$ cat src/rtl/game_sequencer_pkg.sv
// rtl/game_sequencer_pkg.sv - shared state/direction codes and widths for the snake sequencer
package game_sequencer_pkg;

  localparam int TAIL_SIZE = 7;
  localparam int PERIOD_W  = 32;
  localparam int SEC_W     = 32;
  localparam int TIME_W    = 7;

  typedef enum logic [2:0] {
    STATE_IDLE   = 3'd0,
    STATE_INGAME = 3'd1,
    STATE_PAUSE  = 3'd2,
    STATE_OVER   = 3'd3,
    STATE_WON    = 3'd4,
    STATE_TEST   = 3'd5
  } game_state_t;

  localparam logic [1:0] DIR_LEFT  = 2'd0;
  localparam logic [1:0] DIR_TOP   = 2'd1;
  localparam logic [1:0] DIR_RIGHT = 2'd2;
  localparam logic [1:0] DIR_DOWN  = 2'd3;

  // LEFT<->RIGHT and TOP<->DOWN differ only in the upper code bit
  function automatic logic [1:0] opposite_dir(input logic [1:0] dir);
    return dir ^ 2'b10;
  endfunction

endpackage

$ cat src/rtl/game_tick_div.sv
// rtl/game_tick_div.sv - enable/clear controlled period counter with single-cycle strobe
module game_tick_div #(
  parameter int W = 32
) (
  input  logic         vga_clk,
  input  logic         reset_p,
  input  logic         enable,
  input  logic         clear,
  input  logic [W-1:0] period,
  output logic         tick
);

  logic [W-1:0] count;
  logic [W:0]   count_next;

  // compare count+1 against period so a shrinking period never underflows
  assign count_next = {1'b0, count} + {{W{1'b0}}, 1'b1};
  assign tick       = enable && (count_next >= {1'b0, period});

  always_ff @(posedge vga_clk or posedge reset_p) begin
    if (reset_p) begin
      count <= '0;
    end else if (clear || tick) begin
      count <= '0;
    end else if (enable) begin
      count <= count_next[W-1:0];
    end
  end

endmodule

$ cat src/rtl/game_sequencer.sv
// rtl/game_sequencer.sv - snake game FSM, movement tick, direction filter and round timer
// Optional TEST_MODE_EN: start edge with pause held in IDLE enters a free-running test state.
module game_sequencer
  import game_sequencer_pkg::*;
#(
  parameter int TICK_BASE    = 2_500_000,
  parameter int TICK_STEP    = 62_500,
  parameter int TICK_MIN     = 625_000,
  parameter int SEC_DIV      = 25_000_000,
  parameter int TIME_LIMIT_S = 120,
  parameter int TAIL_W       = TAIL_SIZE
) (
  input  logic              vga_clk,
  input  logic              reset_p,
  input  logic              btn_start,
  input  logic              btn_pause,
  input  logic              dir_req_valid,
  input  logic [1:0]        dir_req,
  input  logic              game_over_in,
  input  logic              game_won_in,
  input  logic [TAIL_W-1:0] tail_count,
  output logic [2:0]        game_state,
  output logic [1:0]        direction,
  output logic              update_tick,
  output logic              logic_reset,
  output logic [TIME_W-1:0] time_left,
  output logic              flag_time_max
);

  localparam int                 SW        = PERIOD_W + TAIL_W;
  localparam logic [SW-1:0]      SPAN      = SW'(TICK_BASE - TICK_MIN);
  localparam logic [SEC_W-1:0]   SEC_LAST  = SEC_W'(SEC_DIV - 1);
  localparam logic [TIME_W-1:0]  TIME_FULL = TIME_W'(TIME_LIMIT_S);

  game_state_t         state, next_state;
  logic                btn_start_q, btn_pause_q;
  logic                start_edge, pause_edge;
  logic                restart, run, tick_en, tick_clear;
  logic [1:0]          pending;
  logic [SEC_W-1:0]    sec_cnt;
  logic [SW-1:0]       step_total;
  logic [PERIOD_W-1:0] game_period, div_period;

  assign start_edge = btn_start & ~btn_start_q;
  assign pause_edge = btn_pause & ~btn_pause_q;

  // full-width product; anything beyond the span saturates to the floor
  assign step_total  = SW'(tail_count) * SW'(TICK_STEP);
  assign game_period = (step_total >= SPAN) ? PERIOD_W'(TICK_MIN)
                                            : PERIOD_W'(TICK_BASE) - step_total[PERIOD_W-1:0];
  assign div_period  = (state == STATE_TEST) ? PERIOD_W'(TICK_BASE) : game_period;

  always_comb begin
    next_state = state;
    restart    = 1'b0;
    case (state)
      STATE_IDLE: begin
        if (start_edge) begin
`ifdef TEST_MODE_EN
          if (btn_pause) begin
            next_state = STATE_TEST;
          end else begin
            restart    = 1'b1;
            next_state = STATE_INGAME;
          end
`else
          restart    = 1'b1;
          next_state = STATE_INGAME;
`endif
        end
      end
      STATE_INGAME: begin
        if (game_over_in)                      next_state = STATE_OVER;
        else if (game_won_in || flag_time_max) next_state = STATE_WON;
        else if (pause_edge)                   next_state = STATE_PAUSE;
      end
      STATE_PAUSE: begin
        if (pause_edge) next_state = STATE_INGAME;
      end
      STATE_OVER, STATE_WON: begin
        if (start_edge) begin
          restart    = 1'b1;
          next_state = STATE_INGAME;
        end
      end
      STATE_TEST: begin
        if (start_edge) next_state = STATE_IDLE;
      end
      default: next_state = STATE_IDLE;
    endcase
  end

  // counters only advance on cycles that stay in play, so a leaving cycle never ticks
  assign run        = (state == STATE_INGAME) && (next_state == STATE_INGAME);
  assign tick_en    = run || ((state == STATE_TEST) && (next_state == STATE_TEST));
  assign tick_clear = restart || (state == STATE_IDLE);

  game_tick_div #(.W(PERIOD_W)) u_tick_div (
    .vga_clk (vga_clk),
    .reset_p (reset_p),
    .enable  (tick_en),
    .clear   (tick_clear),
    .period  (div_period),
    .tick    (update_tick)
  );

  assign game_state  = state;
  assign logic_reset = restart;

  always_ff @(posedge vga_clk or posedge reset_p) begin
    if (reset_p) begin
      state         <= STATE_IDLE;
      btn_start_q   <= 1'b0;
      btn_pause_q   <= 1'b0;
      direction     <= DIR_RIGHT;
      pending       <= DIR_RIGHT;
      time_left     <= TIME_FULL;
      flag_time_max <= 1'b0;
      sec_cnt       <= '0;
    end else begin
      state       <= next_state;
      btn_start_q <= btn_start;
      btn_pause_q <= btn_pause;
      if (restart) begin
        direction     <= DIR_RIGHT;
        pending       <= DIR_RIGHT;
        time_left     <= TIME_FULL;
        flag_time_max <= 1'b0;
        sec_cnt       <= '0;
      end else if (run) begin
        if (dir_req_valid && (dir_req != opposite_dir(direction))) pending <= dir_req;
        if (update_tick) direction <= pending;
        if (sec_cnt == SEC_LAST) begin
          sec_cnt <= '0;
          if (time_left != '0) begin
            time_left <= time_left - 1'b1;
            if (time_left == TIME_W'(1)) flag_time_max <= 1'b1;
          end
        end else begin
          sec_cnt <= sec_cnt + 1'b1;
        end
      end
    end
  end

endmodule

$ cat config.mk
export PLATFORM = sky130hd
export DESIGN_NAME = game_sequencer
export DESIGN_NICKNAME = d
export VERILOG_FILES = /design/src/rtl/game_sequencer_pkg.sv /design/src/rtl/game_tick_div.sv /design/src/rtl/game_sequencer.sv
export SDC_FILE = /design/constraint.sdc
export NUM_CORES = 1
export LEC_CHECK = 0
export CAP_MARGIN = 30
export CORE_ASPECT_RATIO = 1.2
export CORE_MARGIN = 2
export CORE_UTILIZATION = 30
export DETAILED_ROUTE_END_ITERATION = 6
export SLEW_MARGIN = 20
export SYNTH_ARGS = -nofsm -noshare
export SYNTH_HDL_FRONTEND = slang
export SYNTH_SLANG_ARGS = --single-unit
$ cat constraint.sdc
create_clock -name vga_clk -period 7.75 [get_ports vga_clk]
set_input_delay 0.775 -clock vga_clk [delete_from_list [all_inputs] [get_ports vga_clk]]
set_output_delay 0.775 -clock vga_clk [all_outputs]
set_load 0.1 [all_outputs]
==> results.toml <==
[sta]
layout_setup_ws_ns = 0.273
timing.final.crit_share_pct = 96.5
tightest_slew_ns = 1.00
report.final.hold_viol_count = 0
max-slew-margin-rel_pct = 33.0
clock_tree_skew_after_final_layout_ns = 0.00795
finalCriticalPeriod_ns = 7.48
setup_viol_count_final = 0
timing.final.max_slew_violations = 0
final.hold.worst_slack_ns = 0.493
max_freq_ghz = 0.134
timing.setup.tns_ns = 0

[clocking]
cts_num_sinks = 81
clk_pin_slew_ns = 0.06
clock_tree_from_tritoncts = "built"
cts_max_level = 3
cts_max_path_buffers = 2
clk_root_buffer_cell = "sky130_fd_sc_hd__clkbuf_16"
tritoncts.num_buffers = 9
clk-insertion-delay-late_ns = 0.35
ctsHoldBuffers = 0

[grt]
grt_max_degree = 68
first_global_vias = 5882
antenna_found_initial = 0
total_congestion_overflow_after_global_routing = 0
groute.usage.overall_pct = 13.8
grt_pass1_wl_mm = 28.5

[finish]
fill_count = 2420
layout_commonest_cell = "sky130_fd_sc_hd__ha_1"
most_used_cells_in_the_layout_excluding_fill_and_tap_cells = "sky130_fd_sc_hd__ha_1 (83), sky130_fd_sc_hd__dfrtp_1 (75), sky130_fd_sc_hd__nand2_1 (66)"
synthToLayoutAreaGrowth_pct = 18.2
final_util_pct = 36.2
share_of_cells_above_drive_strength_1_pct = 9.59
nets = 964
finalInstanceArea_um2 = 8410
antenna_diode_count = 0
layout.cells.non_filler = 1170

[drt]
drt_first_pass_iters = 4
post-route-drc-count = 0
viasPerCell = 5.12
met1_length_mm = 7.88
wirelength_per_cell_um = 14.5
postRouteAntennaNets = 0
routed_wirelength_mm = 16.9
dr.first_iter.drc_count = 238
dr.max_layer_used = "met4"
vias = 5994
dr_wl_met2_mm = 8.42
route.met3.wl_um = 362

[critical_path]
r2r_setup_slack_ns = 3.70
startpoint_type = "input port"
worstSetupEndpointType = "output pin"
cp-endpoint = "update_tick"
r2r-end = "u_tick_div.count[12]$_DFFE_PP0P_"
r2r_cells = 15
reg2reg_from = "u_tick_div.count[2]$_DFFE_PP0P_"
worst-path-max-fanout = 4
launching_element_of_the_worst_setup_path = "tail_count[5]"
required_ns = 6.97
critical_path_arrival_ns = 6.70
timing.setup.critical_path_class = "in2out"

[die]
io_pins = 31
die_height_um = 173
start_util_pct = 30.7
die-width_um = 145
dieArea_um2 = 25000
rows = 61
design.core.area_um2 = 23200

[min_path]
worst_hold_path.num_cells = 2
hold_path.class = "reg2reg"

[place]
place_worst_setup_slack_ns = 0.0684
detailed_place.area_um2 = 7910
gpl.final_weighted_congestion = 0.803
post-dp-hpwl_mm = 12.5
number_of_input_and_output_port_buffers_inserted = 30
placed_cells_incl_taps = 1149

[yosys]
ys.warnings.count = 0
proportion_of_synthesized_flip_flops_having_asynchronous_set_or_reset_pct = 100
synth_seq_area_share_pct = 28.6
synthDominantAreaCellType = "sky130_fd_sc_hd__dfrtp_1"
synth_top_cell_area_share_pct = 26.4
yosysUniqueCellTypes = 66
synth.area.top_cells = "sky130_fd_sc_hd__dfrtp_1 (26%), sky130_fd_sc_hd__ha_1 (15%), sky130_fd_sc_hd__xnor2_1 (5.9%)"
mappedNetlistArea_um2 = 7110
synth_area_per_cell_um2 = 8.87
synth-seq-cells = 81
ys.flop_type = "sky130_fd_sc_hd__dfrtp_1"
synth-edff-count = 0
syn_inst = 802

[job]
maxCapViolCount = 0

[power_and_ir_drop]
worst_ir_drop_vdd_v = 0.000188
power_density_nw_per_um2 = 263
static-leakage-power_nw = 3.82
totalPowerFinal_mw = 2.21

[run_status]
run_status = "completed"
-- synthesized netlist by cell type, types with 7 or more instances --
| library cell | n |
|---|---|
| sky130_fd_sc_hd__a21oi_1 | 39 |
| sky130_fd_sc_hd__or3_1 | 7 |
| sky130_fd_sc_hd__a32o_1 | 20 |
| sky130_fd_sc_hd__clkbuf_1 | 12 |
| sky130_fd_sc_hd__inv_1 | 49 |
| sky130_fd_sc_hd__and4_1 | 12 |
| sky130_fd_sc_hd__nand3_1 | 37 |
| sky130_fd_sc_hd__ha_1 | 86 |
| sky130_fd_sc_hd__nor3_1 | 17 |
| sky130_fd_sc_hd__mux2i_1 | 7 |
| sky130_fd_sc_hd__xor2_1 | 39 |
| sky130_fd_sc_hd__fa_1 | 12 |
| sky130_fd_sc_hd__buf_1 | 7 |
| sky130_fd_sc_hd__nor2_1 | 64 |
| sky130_fd_sc_hd__o21ai_0 | 34 |
| sky130_fd_sc_hd__a21o_1 | 12 |
| sky130_fd_sc_hd__dfrtp_1 | 75 |
| sky130_fd_sc_hd__and3_1 | 15 |
| sky130_fd_sc_hd__nand2_1 | 66 |
| sky130_fd_sc_hd__nand2b_1 | 9 |
| sky130_fd_sc_hd__nand4_1 | 30 |
| sky130_fd_sc_hd__xnor2_1 | 48 |
-- layout make-up --
cell class	instances	area, um2	share of cell area (%)
timing repair buffer	55	557	6.62
clock inverter	4	27.5	0.327
inverter	50	189	2.25
sequential	81	2030	24.2
clock buffer	12	246	2.93
multi-input combinational	653	4960	59.0
tap	315	394	4.69
-- worst max-delay path: stages --
cell and delay [ns]:
sky130_fd_sc_hd__clkdlybuf4s50_1 0.45, sky130_fd_sc_hd__fa_1 0.56, sky130_fd_sc_hd__fa_1 0.45, sky130_fd_sc_hd__fa_1 0.47, sky130_fd_sc_hd__ha_1 0.31, sky130_fd_sc_hd__ha_1 0.31
sky130_fd_sc_hd__a21o_1 0.21, sky130_fd_sc_hd__a21o_1 0.19, sky130_fd_sc_hd__a21oi_2 0.16, sky130_fd_sc_hd__o21ai_2 0.09, sky130_fd_sc_hd__o21a_1 0.18, sky130_fd_sc_hd__a221oi_2 0.30
sky130_fd_sc_hd__nand4_1 0.29, sky130_fd_sc_hd__nor3_2 0.20, sky130_fd_sc_hd__ha_1 0.27, sky130_fd_sc_hd__a21o_1 0.19, sky130_fd_sc_hd__a21oi_1 0.15, sky130_fd_sc_hd__o221ai_1 0.17
sky130_fd_sc_hd__a2111oi_2 0.38, sky130_fd_sc_hd__o21ai_1 0.10, sky130_fd_sc_hd__o211ai_1 0.18, sky130_fd_sc_hd__a21boi_4 0.13, sky130_fd_sc_hd__buf_12 0.18
-- kinds of logic (layout without fill, tap and decap cells) --
family	count (synthesis)	count (layout)	synth area share, %
xor+xnor	88	88	10.9
buf+inv	76	121	4.31
fa+ha+maj	98	98	18.5
other cells	1	9	0.0527
mux	7	7	0.985
flops	81	81	28.6
simple gates	294	294	21.5
compound gates	157	157	15.1
-- registers in the layout (all words and copies together) (netlist names) --
register          count
btn_start_q           1
direction             2
btn_pause_q           1
flag_time_max         1
sec_cnt              32
u_tick_div.count     32
game_state            3
time_left             7
pending               2
-- worst min-delay path by stage --
stage | start | to | slack [ns]
global route | time_left[6]$_DFFE_PP1P_ | time_left[6]$_DFFE_PP1P_ | 0.52
floorplan | u_tick_div.count[5]$_DFFE_PP0P_ | u_tick_div.count[5]$_DFFE_PP0P_ | 0.48
global placement | time_left[6]$_DFFE_PP1P_ | time_left[6]$_DFFE_PP1P_ | 0.48
detailed placement | time_left[6]$_DFFE_PP1P_ | time_left[6]$_DFFE_PP1P_ | 0.48
CTS | time_left[6]$_DFFE_PP1P_ | time_left[6]$_DFFE_PP1P_ | 0.49
finish | time_left[6]$_DFFE_PP1P_ | time_left[6]$_DFFE_PP1P_ | 0.49
-- layer usage --
metal / up-vias / track usage [%]
met5: - / 0
met2: 79 / 23.8
met4: 0 / 4.21
met1: 2912 / 18.2
met3: 16 / 1.30
li1: 2987 / -
-- where the power goes --
part / total [mW] / switching (mW) / internal [mW]
logic: 1.30 / 0.784 / 0.515
registers: 0.507 / 0.0489 / 0.458
clock network: 0.409 / 0.182 / 0.227
total: 2.21 / 1.02 / 1.20
-- what timing repair did --
action                                  4_1_cts  5_1_grt
setup buffers                                 0        3
endpoints found under the setup margin        0        2
resized for setup                             0       36
(Power assumes the default switching activity.)
